--- src/rtl/mux4x1_8bits_if.sv ---
// Word-in / byte-out handshake bundle for the 4-lane TX serializer.
// master drives words and readyOut; slave is the serializer.
interface mux4x1_8bits_if #(
  parameter int DATA_W = 8
);
  logic              validIn;
  logic [3:0]        validLanesIn;
  logic [DATA_W-1:0] In0;
  logic [DATA_W-1:0] In1;
  logic [DATA_W-1:0] In2;
  logic [DATA_W-1:0] In3;
  logic              readyIn;
  logic              validOut;
  logic              readyOut;
  logic [DATA_W-1:0] dataOut;
  logic [1:0]        laneOut;

  modport master (
    output validIn, validLanesIn,
    output In0, In1, In2, In3,
    output readyOut,
    input  readyIn, validOut,
    input  dataOut, laneOut
  );

  modport slave (
    input  validIn, validLanesIn,
    input  In0, In1, In2, In3,
    input  readyOut,
    output readyIn, validOut,
    output dataOut, laneOut
  );
endinterface

--- src/rtl/mux4x1_8bits.sv ---
// PCIe TX 4-lane to 1 byte serializer, active + shadow word buffer.
// Define MUX4X1_SKIP_INVALID_EN to make invalid lanes cost zero cycles.
module mux4x1_8bits #(
  parameter int DATA_W = 8
) (
  input logic           clk,
  input logic           reset,
  mux4x1_8bits_if.slave bus
);
  typedef logic [3:0][DATA_W-1:0] word_t;

  word_t      act_d;
  word_t      shd_d;
  word_t      in_d;
  logic [3:0] act_v;
  logic [3:0] shd_v;
  logic       act_full;
  logic       shd_full;
  logic [1:0] ptr;
  logic [1:0] nxt;
  logic [1:0] first_in;
  logic [1:0] first_shd;
  logic       last;
  logic       step;
  logic       drain;
  logic       acc;
  logic       keep;
  logic       load_act;
  logic       cur_v;

  assign in_d = {bus.In3, bus.In2, bus.In1, bus.In0};
  assign cur_v = act_v[ptr];

  assign bus.readyIn  = !shd_full;
  assign bus.validOut = act_full && cur_v;
  assign bus.dataOut  = bus.validOut ? act_d[ptr] : '0;
  assign bus.laneOut  = ptr;

  // an invalid lane never waits on the sink
  assign step = act_full && (!cur_v || bus.readyOut);
  assign drain = step && last;
  assign acc = bus.validIn && bus.readyIn;
  assign load_act = !act_full || (drain && !shd_full);

`ifdef MUX4X1_SKIP_INVALID_EN
  function automatic logic [1:0] lowest(
    input logic [3:0] m
  );
    logic [1:0] r;
    r = '0;
    for (int i = 3; i >= 0; i--)
      if (m[i]) r = 2'(i);
    return r;
  endfunction

  function automatic logic [2:0] seek(
    input logic [3:0] m,
    input logic [2:0] lo
  );
    logic [2:0] r;
    r = '0;
    for (int i = 3; i >= 0; i--)
      if (3'(i) >= lo && m[i]) r = {1'b1, 2'(i)};
    return r;
  endfunction

  logic [2:0] ahead;

  assign ahead = seek(act_v, {1'b0, ptr} + 3'd1);
  assign nxt = ahead[1:0];
  assign last = !ahead[2];
  assign keep = |bus.validLanesIn;
  assign first_in = lowest(bus.validLanesIn);
  assign first_shd = lowest(shd_v);
`else
  assign nxt = ptr + 2'd1;
  assign last = &ptr;
  assign keep = 1'b1;
  assign first_in = 2'd0;
  assign first_shd = 2'd0;
`endif

  // buffer fill/drain and lane pointer walk
  always_ff @(posedge clk or negedge reset) begin
    if (!reset) begin
      act_d    <= '0;
      act_v    <= '0;
      act_full <= 1'b0;
      shd_d    <= '0;
      shd_v    <= '0;
      shd_full <= 1'b0;
      ptr      <= '0;
    end else begin
      if (step) ptr <= nxt;
      if (drain) begin
        act_full <= shd_full;
        act_d    <= shd_d;
        act_v    <= shd_v;
        ptr      <= shd_full ? first_shd : 2'd0;
        shd_full <= 1'b0;
      end
      if (acc && keep) begin
        if (load_act) begin
          act_d    <= in_d;
          act_v    <= bus.validLanesIn;
          act_full <= 1'b1;
          ptr      <= first_in;
        end else begin
          shd_d    <= in_d;
          shd_v    <= bus.validLanesIn;
          shd_full <= 1'b1;
        end
      end
    end
  end
endmodule

--- src/flat_wrapper.sv ---
// flat-port wrapper written by rule: the top's interface ports become plain ports
module mux4x1_8bits_flat 
#(
  parameter int DATA_W = 8
)
  (clk, reset, bus_validIn, bus_validLanesIn, bus_In0, bus_In1, bus_In2, bus_In3, bus_readyOut, bus_readyIn, bus_validOut, bus_dataOut, bus_laneOut);
  mux4x1_8bits_if #(.DATA_W(DATA_W)) bus_i ();
  input logic clk;
  input logic reset;
  input wire logic [$bits(bus_i.validIn)-1:0] bus_validIn;
  input wire logic [$bits(bus_i.validLanesIn)-1:0] bus_validLanesIn;
  input wire logic [$bits(bus_i.In0)-1:0] bus_In0;
  input wire logic [$bits(bus_i.In1)-1:0] bus_In1;
  input wire logic [$bits(bus_i.In2)-1:0] bus_In2;
  input wire logic [$bits(bus_i.In3)-1:0] bus_In3;
  input wire logic [$bits(bus_i.readyOut)-1:0] bus_readyOut;
  output wire logic [$bits(bus_i.readyIn)-1:0] bus_readyIn;
  output wire logic [$bits(bus_i.validOut)-1:0] bus_validOut;
  output wire logic [$bits(bus_i.dataOut)-1:0] bus_dataOut;
  output wire logic [$bits(bus_i.laneOut)-1:0] bus_laneOut;
  assign bus_i.validIn = bus_validIn;
  assign bus_i.validLanesIn = bus_validLanesIn;
  assign bus_i.In0 = bus_In0;
  assign bus_i.In1 = bus_In1;
  assign bus_i.In2 = bus_In2;
  assign bus_i.In3 = bus_In3;
  assign bus_i.readyOut = bus_readyOut;
  assign bus_readyIn = bus_i.readyIn;
  assign bus_validOut = bus_i.validOut;
  assign bus_dataOut = bus_i.dataOut;
  assign bus_laneOut = bus_i.laneOut;
  mux4x1_8bits #(.DATA_W(DATA_W)) u_core (.clk(clk), .reset(reset), .bus(bus_i));
endmodule
--- config.mk ---
export PLATFORM = sky130hd
export DESIGN_NAME = mux4x1_8bits_flat
export DESIGN_NICKNAME = d
export VERILOG_FILES = /design/src/rtl/mux4x1_8bits_if.sv /design/src/rtl/mux4x1_8bits.sv /design/src/flat_wrapper.sv
export SDC_FILE = /design/constraint.sdc
export NUM_CORES = 1
export LEC_CHECK = 0
export CAP_MARGIN = 20
export CORE_UTILIZATION = 35
export CTS_BUF_LIST = sky130_fd_sc_hd__clkbuf_16
export DETAILED_ROUTE_END_ITERATION = 10
export GPL_ROUTABILITY_DRIVEN = 0
export PLACE_DENSITY_LB_ADDON = 0.08
export SYNTH_ARGS = -nofsm -noshare
export SYNTH_HDL_FRONTEND = slang
export SYNTH_SLANG_ARGS = --single-unit
--- constraint.sdc ---
create_clock -name clk -period 4.6 [get_ports clk]
set_clock_uncertainty 0.15 [all_clocks]
set_input_delay 0.92 -clock clk [delete_from_list [all_inputs] [get_ports clk]]
set_output_delay 0.92 -clock clk [all_outputs]
set_load 0.01 [all_outputs]
==> results.json, run 1 <==
{
  "port_buffers": 51,
  "status": "completed",
  "synth_top_area_share": 0.481,
  "cts_tree": "built",
  "drc": 0,
  "dr.pass1.iters": 4,
  "netlist_area_mm2": 0.00396,
  "ys_seq_area_frac": 0.481,
  "yosysMostFrequentCell": "dfrtp_1",
  "hold_path.class": "reg2reg",
  "antennaDiodeCount": 0,
  "cts.clk_slew.worst_paths_ns": 0.06,
  "wl_per_cell_um": 19.4,
  "grt_pass1_wl_mm": 17.0,
  "fp.dieW_um": 108,
  "slew_headroom": 0.451,
  "yosysTopAreaCell": "dfrtp_1",
  "gr-total-overflow": 0,
  "rsz0062_at_grt": "false",
  "worst_pin_slew_ns": 0.824,
  "synth-async-reset-ratio": 1.00,
  "detail-route-antenna-nets": 0,
  "vias": 2980,
  "postSynthCellCount": 342,
  "start_util": 0.362,
  "yosysWarningCount": 0,
  "clkSinkCount": 76,
  "die-area_mm2": 0.0117,
  "ys_top_cells_by_area": "dfrtp_1, mux2_4, a221oi_1, o22ai_1, mux4_2",
  "antenna_found_initial": 0,
  "synth_ff_type": "dfrtp_1",
  "num_io_pins": 52,
  "drt-total-wl_mm": 10.2,
  "synthXorXnorAreaFrac": 0,
  "finalMaxSlewViolations": 0,
  "numCtsBuffers": 9,
  "first_global_vias": 3094,
  "syn2layout_area_growth_pct": 23.6,
  "clk_path_buf_depth": 2,
  "synthAdderAreaFrac": 0.00316,
  "ir_worst_vdd_mv": 0.263,
  "grt_max_degree": 77,
  "cap_violations": 0,
  "post_cts_resized": 0,
  "synth_top_family_by_area": "compound AO/OA/AOI/OAI gates",
  "max_freq_ghz": 0.265,
  "synthMuxAreaShare": 0.183,
  "period_share": 0.820,
  "fin_tns_setup_ns": 0,
  "holdBufCountCts": 0,
  "cp_max_fo": 13,
  "yosys_register_bits": 76,
  "drive_above_1_share": 0.209,
  "syn_nets": 383,
  "hold_viol_final": 0,
  "crit_type": "reg2out",
  "critPathCaptureType": "output port",
  "powerDensity_mw_per_mm2": 766,
  "arrival_ns": 2.70,
  "leakage_nw": 2.04,
  "htreeDepth": 3,
  "synth_edf_count": 0,
  "grt_usage": 0.195,
  "setup_viol": 0,
  "viasPerCell": 5.64,
  "cts_root_buffer": "clkbuf_16",
  "final_nets": 424,
  "synthSimpleGateAreaFrac": 0.0787,
  "ys_types": 36,
  "synth_compound_area_frac": 0.185,
  "start_kind": "flop",
  "insertion_delay_ns": 0.33,
  "hpwl_mm": 6.14,
  "post_cts_buffers": 0,
  "total_power_mw": 3.75,
  "synth_area_per_cell_um2": 11.6,
  "drtIter0Drc": 134,
  "min_period_ns": 3.77,
  "rows": 38,
  "die_h_um": 108,
  "required_ns": 3.53,
  "core_area_mm2": 0.0109,
  "synth_commonest_cells": "dfrtp_1, inv_1"
}
## per-layer routing
metal  vias to the layer above  track usage  wire [um]
li1                       1396            -          -
met1                      1499        0.275       5020
met2                        73        0.294       4590
met3                        12       0.0350        462
met4                         0       0.0840        173
met5                         -            0          0
## final timing paths
| kind | slack (ns) | endpoint | depth (start not counted) | start |
|---|---|---|---|---|
| worst max-delay path | 0.83 | bus_dataOut[6] | 5 | u_core.bus.laneOut[1] |
| worst min-delay path | 0.35 | u_core.shd_v[1] | 1 | u_core.shd_v[1] |
| worst min register to register | 0.35 | u_core.shd_v[1] | 1 | u_core.shd_v[1] |
| min in group asynchronous | 0.39 | u_core.shd_d[17] | 1 | reset |
| max in group asynchronous | 3.33 | u_core.act_d[2] | 2 | reset |
| worst max register to register | 1.49 | u_core.shd_v[1] | 5 | u_core.bus.laneOut[1] |
## registers in the layout, summed over array words and instances (netlist names)
register	count
u_core.act_d	32
u_core.shd_d	32
u_core.act_v	4
u_core.shd_v	4
u_core.bus.laneOut	2
u_core.act_full	1
u_core.shd_full	1
## cells in the final DEF, fill, tap and decap left out, types with 3 or more instances in the layout
cell and instances:
nor2b_1 9, o221ai_1 3, a221oi_1 30, clkinv_1 3
o21ai_0 11, nand3_1 4, nand2b_1 5, nand2_1 3
clkbuf_16 9, dfrtp_1 76, inv_1 33, mux4_2 8
nor3_1 30, o22ai_1 30, o211ai_1 4, nor3b_1 3
clkdlybuf4s50_1 50, mux2_4 30, a21oi_1 3, o221a_2 6
buf_4 8, mux2_2 7
## cells by family after synthesis
group,count (synthesis)
adders and majority gates,1
and+or+nand+nor,58
AOI/OAI and AO/OA,98
muxes,46
DFF,76
buffers and inverters,63
## stage by stage
step	utilization	cell area, um2	hold slack (ns)	setup slack [ns]	std cells
after CTS	0.445	4860	0.353	0.772	527
after floorplan	-	3960	0.320	1.88	342
after global placement	0.419	4580	0.331	1.09	511
final	0.447	4890	0.351	0.828	528
after global routing	0.447	4890	0.377	0.694	528
after detailed placement	0.419	4580	0.335	1.05	511
## power breakdown
part	internal (mW)	switching, mW	total [mW]
Sequential	1.00	0.310	1.31
Combinational	0.995	0.746	1.74
Clock	0.412	0.276	0.689
## area by class of cell
class                           count  area [um2]
Fill cell                        1037        6040
Sequential cell                    76        1900
Multi-Input combinational cell    203        1800
Timing Repair Buffer               60         608
Clock buffer                        9         225
Tap cell                          140         175
Inverter                           33         124
Clock inverter                      7        58.8
## worst max-delay path, cell delays in order (launching register included)
cell             delay [ns]
dfrtp_1                0.75
mux2_2                 0.46
o211ai_1               0.34
buf_4                  0.25
nor2b_1                0.08
clkdlybuf4s50_1        0.49
Power figures use the tool's default switching activity.
==> run 2, diff against run 1 <==
Clock period 4.6 ns to 3.9 ns, I/O delays scaled along.
==> run 2 against run 1 <==
  * Setup slack worse by 0.44 ns
  * Largest power group unchanged
  * Die area did not move
  * Sequential share of layout area increased by 0.080 points
  * Critical endpoint is now bus_dataOut[5]
==> results.json, run 2 (synthesis gave the netlist of run 1 again) <==
{
  "status": "completed",
  "post_cts_resized": 0,
  "m1WireLength_mm": 4.86,
  "dr.pass1.iters": 4,
  "holdBufCountCts": 0,
  "worst_pin_slew_ns": 0.990,
  "cp_max_fo": 13,
  "slew_headroom": 0.340,
  "ff_latch_area_mm2": 0.00190,
  "numCtsBuffers": 9,
  "grt_usage": 0.182,
  "drc": 0,
  "fin_area_mm2": 0.00488,
  "period_share": 0.900,
  "leakage_nw": 2.03,
  "core_area_mm2": 0.0109,
  "cts_tree": "built",
  "start_kind": "flop",
  "antenna_found_initial": 0,
  "hold_viol_final": 0,
  "critPathCaptureType": "output port",
  "gr-total-overflow": 0,
  "ir_worst_vdd_mv": 0.283,
  "grt_pass1_wl_mm": 16.0,
  "drive_above_1_share": 0.212,
  "hpwl_mm": 6.29,
  "post_cts_buffers": 0,
  "drt-total-wl_mm": 10.0,
  "first_global_vias": 2880,
  "arrival_ns": 2.58,
  "dpl-instance-area_mm2": 0.00457,
  "htreeDepth": 3,
  "hold_path.class": "reg2reg",
  "final_nets": 424,
  "port_buffers": 51,
  "clk_path_buf_depth": 2,
  "met2_length_mm": 4.56,
  "top_regs": "u_core.act_d (32), u_core.shd_d (32)",
  "viasPerCell": 5.57,
  "rsz0062_at_grt": "false",
  "placed_cells": 512,
  "required_ns": 2.97,
  "rows": 38,
  "antennaDiodeCount": 0,
  "crit_type": "reg2out",
  "final_cell_mix": "dfrtp_1, clkdlybuf4s50_1, inv_1",
  "setup_viol": 0,
  "cap_violations": 0,
  "fin_tns_setup_ns": 0,
  "die_h_um": 108,
  "fillers": 1013,
  "drtIter0Drc": 181,
  "powerDensity_mw_per_mm2": 915,
  "max_freq_ghz": 0.285,
  "min_period_ns": 3.51,
  "fp.dieW_um": 108,
  "syn2layout_area_growth_pct": 23.4,
  "grt_max_degree": 77,
  "top_layer": "met4",
  "finalMaxSlewViolations": 0,
  "clkSinkCount": 76,
  "wl_per_cell_um": 19.0,
  "final_common_cell": "dfrtp_1",
  "wl_met3_um": 451,
  "detail-route-antenna-nets": 0,
  "stdcell_count": 527,
  "cts_root_buffer": "clkbuf_16",
  "num_io_pins": 52,
  "insertion_delay_ns": 0.33,
  "cts.clk_slew.worst_paths_ns": 0.06,
  "vias": 2937,
  "multiInputGateArea_mm2": 0.00180,
  "start_util": 0.362,
  "die-area_mm2": 0.0117
}
[run 2: changes by cell type in the layout (fill, tap and decap cells not counted)]
cell / change
clkinv_1: -2
buf_16: -1
bufinv_16: +1
buf_4: +2
buf_12: -1
[run 2: final timing paths]
| kind | cells after the start | slack, ns | to | from |
|---|---|---|---|---|
| worst max-delay path | 6 | 0.39 | bus_dataOut[5] | u_core.bus.laneOut[1] |
| worst min-delay path | 1 | 0.35 | u_core.shd_v[1] | u_core.shd_v[1] |
| worst max register to register | 4 | 1.01 | u_core.act_d[30] | u_core.bus.laneOut[1] |
| worst min register to register | 1 | 0.35 | u_core.shd_v[1] | u_core.shd_v[1] |
| max in group asynchronous | 1 | 2.50 | u_core.act_v[1] | reset |
| min in group asynchronous | 1 | 0.43 | u_core.shd_d[14] | reset |
[run 2: per-stage QoR]
| step | worst slack [ns] | power (mW) | hold slack (ns) | utilization |
|---|---|---|---|---|
| 6_report | 0.392 | 4.47 | 0.347 | 0.446 |
| 5_1_grt | 0.221 | 4.76 | 0.353 | 0.446 |
| 4_1_cts | 0.380 | 4.50 | 0.349 | 0.446 |
| 3_5_place_dp | 0.735 | 3.62 | 0.335 | 0.418 |
| 3_3_place_gp | 0.722 | 3.58 | 0.331 | 0.418 |
| 2_1_floorplan | 1.32 | 2.93 | 0.320 | - |
[run 2: cell type report]
class,count,share of cell area
Clock buffer,9,0.0461
Timing Repair Buffer,60,0.118
Inverter,33,0.0254
Sequential cell,76,0.390
Clock inverter,6,0.0167
Multi-Input combinational cell,203,0.368
Tap cell,140,0.0359
[run 2: report_power, final]
| part | switching [mW] | internal [mW] |
|---|---|---|
| Clock | 0.317 | 0.552 |
| Combinational | 0.879 | 1.17 |
| Sequential | 0.362 | 1.18 |
[run 2: metal layers]
layer  GRT usage  vias up
met1       0.266     1472
met2       0.267       72
met4      0.0695        0
li1            -     1381
met5           0        -
met3      0.0325       12
[run 2: critical path, stage by stage, from the launching register on]
cell and delay, ns:
dfrtp_1 0.77, mux2i_2 0.45, nand2_1 0.09, o211ai_1 0.15, buf_4 0.23, nor2b_1 0.08
clkdlybuf4s50_1 0.48
==> run 3, diff against run 2 <==
Settings changed: CORE_ASPECT_RATIO set to 1.4.
==> run 3 against run 2 <==
  * Wire length rose by 0.89%
  * Setup slack improved by 0.091 ns
  * Utilization fell by 0.16 points
  * Via count rose by 1.4%
  * Flip-flop and latch count did not move
  * Worst hold slack improved by 0.0055 ns
  * Final cell count rose by 1.1%
  * Die area barely moved
  * Sequential power barely moved
  * Maximum frequency rose by 2.7%
  * Largest cell class unchanged
  * Largest power group unchanged
  * Highest routed layer unchanged
==> results.json, run 3 (synthesis gave the netlist of run 1 again) <==
{
  "status": "completed",
  "vias": 2977,
  "antennaDiodeCount": 0,
  "clkSinkCount": 76,
  "antenna_found_initial": 0,
  "stdcell_count": 533,
  "first_global_vias": 3083,
  "placed_cells": 517,
  "arrival_ns": 2.49,
  "setup_viol": 0,
  "numCtsBuffers": 9,
  "insertion_delay_ns": 0.33,
  "top_regs": "u_core.act_d (32), u_core.shd_d (32)",
  "start_util": 0.362,
  "syn2layout_area_growth_pct": 22.8,
  "core_area_mm2": 0.0109,
  "dp_slack_ns": 0.840,
  "cap_violations": 0,
  "viasPerCell": 5.59,
  "cts.clk_slew.worst_paths_ns": 0.06,
  "holdBufCountCts": 0,
  "gr-total-overflow": 0,
  "final_common_cell": "dfrtp_1",
  "leakage_nw": 2.04,
  "wl_per_cell_um": 18.9,
  "grt_usage": 0.187,
  "ir_worst_vdd_mv": 0.334,
  "rsz0062_at_grt": "false",
  "worst_pin_slew_ns": 0.978,
  "finalMaxSlewViolations": 0,
  "powerDensity_mw_per_mm2": 899,
  "required_ns": 2.97,
  "drtIter0Drc": 139,
  "htreeDepth": 3,
  "fin_area_mm2": 0.00486,
  "rows": 45,
  "die_h_um": 128,
  "hpwl_mm": 6.51,
  "min_period_ns": 3.42,
  "max_freq_ghz": 0.293,
  "layout_setup_ws_ns": 0.483,
  "final_nets": 428,
  "start_kind": "flop",
  "grt_max_degree": 77,
  "rrSetupSlack_ns": 1.26,
  "post_cts_buffers": 0,
  "clk_path_buf_depth": 2,
  "dpl-instance-area_mm2": 0.00461,
  "cp_max_fo": 13,
  "cts_root_buffer": "clkbuf_16",
  "post_cts_resized": 0,
  "fin_tns_setup_ns": 0,
  "period_share": 0.876,
  "die-area_mm2": 0.0117,
  "port_buffers": 51,
  "detail-route-antenna-nets": 0,
  "slew_headroom": 0.348,
  "drt-total-wl_mm": 10.1,
  "cts_tree": "built",
  "dr.pass1.iters": 4,
  "fp.dieW_um": 91.9,
  "num_io_pins": 52,
  "critPathCaptureType": "output port",
  "hold_viol_final": 0,
  "drc": 0,
  "drive_above_1_share": 0.209,
  "crit_type": "reg2out",
  "final_cell_mix": "dfrtp_1, clkdlybuf4s50_1, inv_1",
  "grt_pass1_wl_mm": 16.7,
  "hold_path.class": "reg2reg"
}
-- run 3: cell type report --
type / count / area (um2)
Clock buffer: 9 / 225
Clock inverter: 7 / 27.5
Multi-Input combinational cell: 203 / 1800
Sequential cell: 76 / 1900
Timing Repair Buffer: 64 / 606
Inverter: 33 / 124
Fill cell: 1051 / 6060
Tap cell: 141 / 176
-- run 3: path summary, 6_finish.rpt --
check | from | end | cells past startpoint
setup / recovery | u_core.bus.laneOut[1] | bus_dataOut[5] | 5
min in group asynchronous | reset | u_core.shd_d[0] | 1
max in group asynchronous | reset | u_core.shd_d[30] | 1
setup reg to reg | u_core.bus.laneOut[0] | u_core.act_v[0] | 6
hold reg to reg | u_core.shd_v[1] | u_core.shd_v[1] | 1
hold / removal | u_core.shd_v[1] | u_core.shd_v[1] | 1
-- run 3: worst max-delay path, stage by stage (launching register included) --
cell             delay (ns)
dfrtp_1                0.72
mux2_2                 0.34
o211ai_1               0.10
buf_4                  0.22
nor2b_1                0.19
clkdlybuf4s50_1        0.57
-- run 3: report_power, final --
part           internal (mW)  switching, mW
combinational           1.20          0.889
clock                  0.416          0.307
sequential              1.19          0.372
-- run 3: through the flow --
step / util / hold slack [ns] / power (mW)
after CTS: 0.445 / 0.356 / 4.40
after floorplan: - / 0.320 / 2.93
after global routing: 0.445 / 0.375 / 4.69
after detailed placement: 0.422 / 0.340 / 3.66
final: 0.445 / 0.352 / 4.37
after global placement: 0.422 / 0.329 / 3.61
-- run 3: routing by layer --
| layer | GRT usage | share of wire | up-vias |
|---|---|---|---|
| li1 | - | - | 1396 |
| met1 | 0.249 | 0.46 | 1496 |
| met2 | 0.299 | 0.49 | 68 |
| met3 | 0.0326 | 0.031 | 17 |
| met4 | 0.0827 | 0.022 | 0 |
| met5 | 0 | 0 | - |
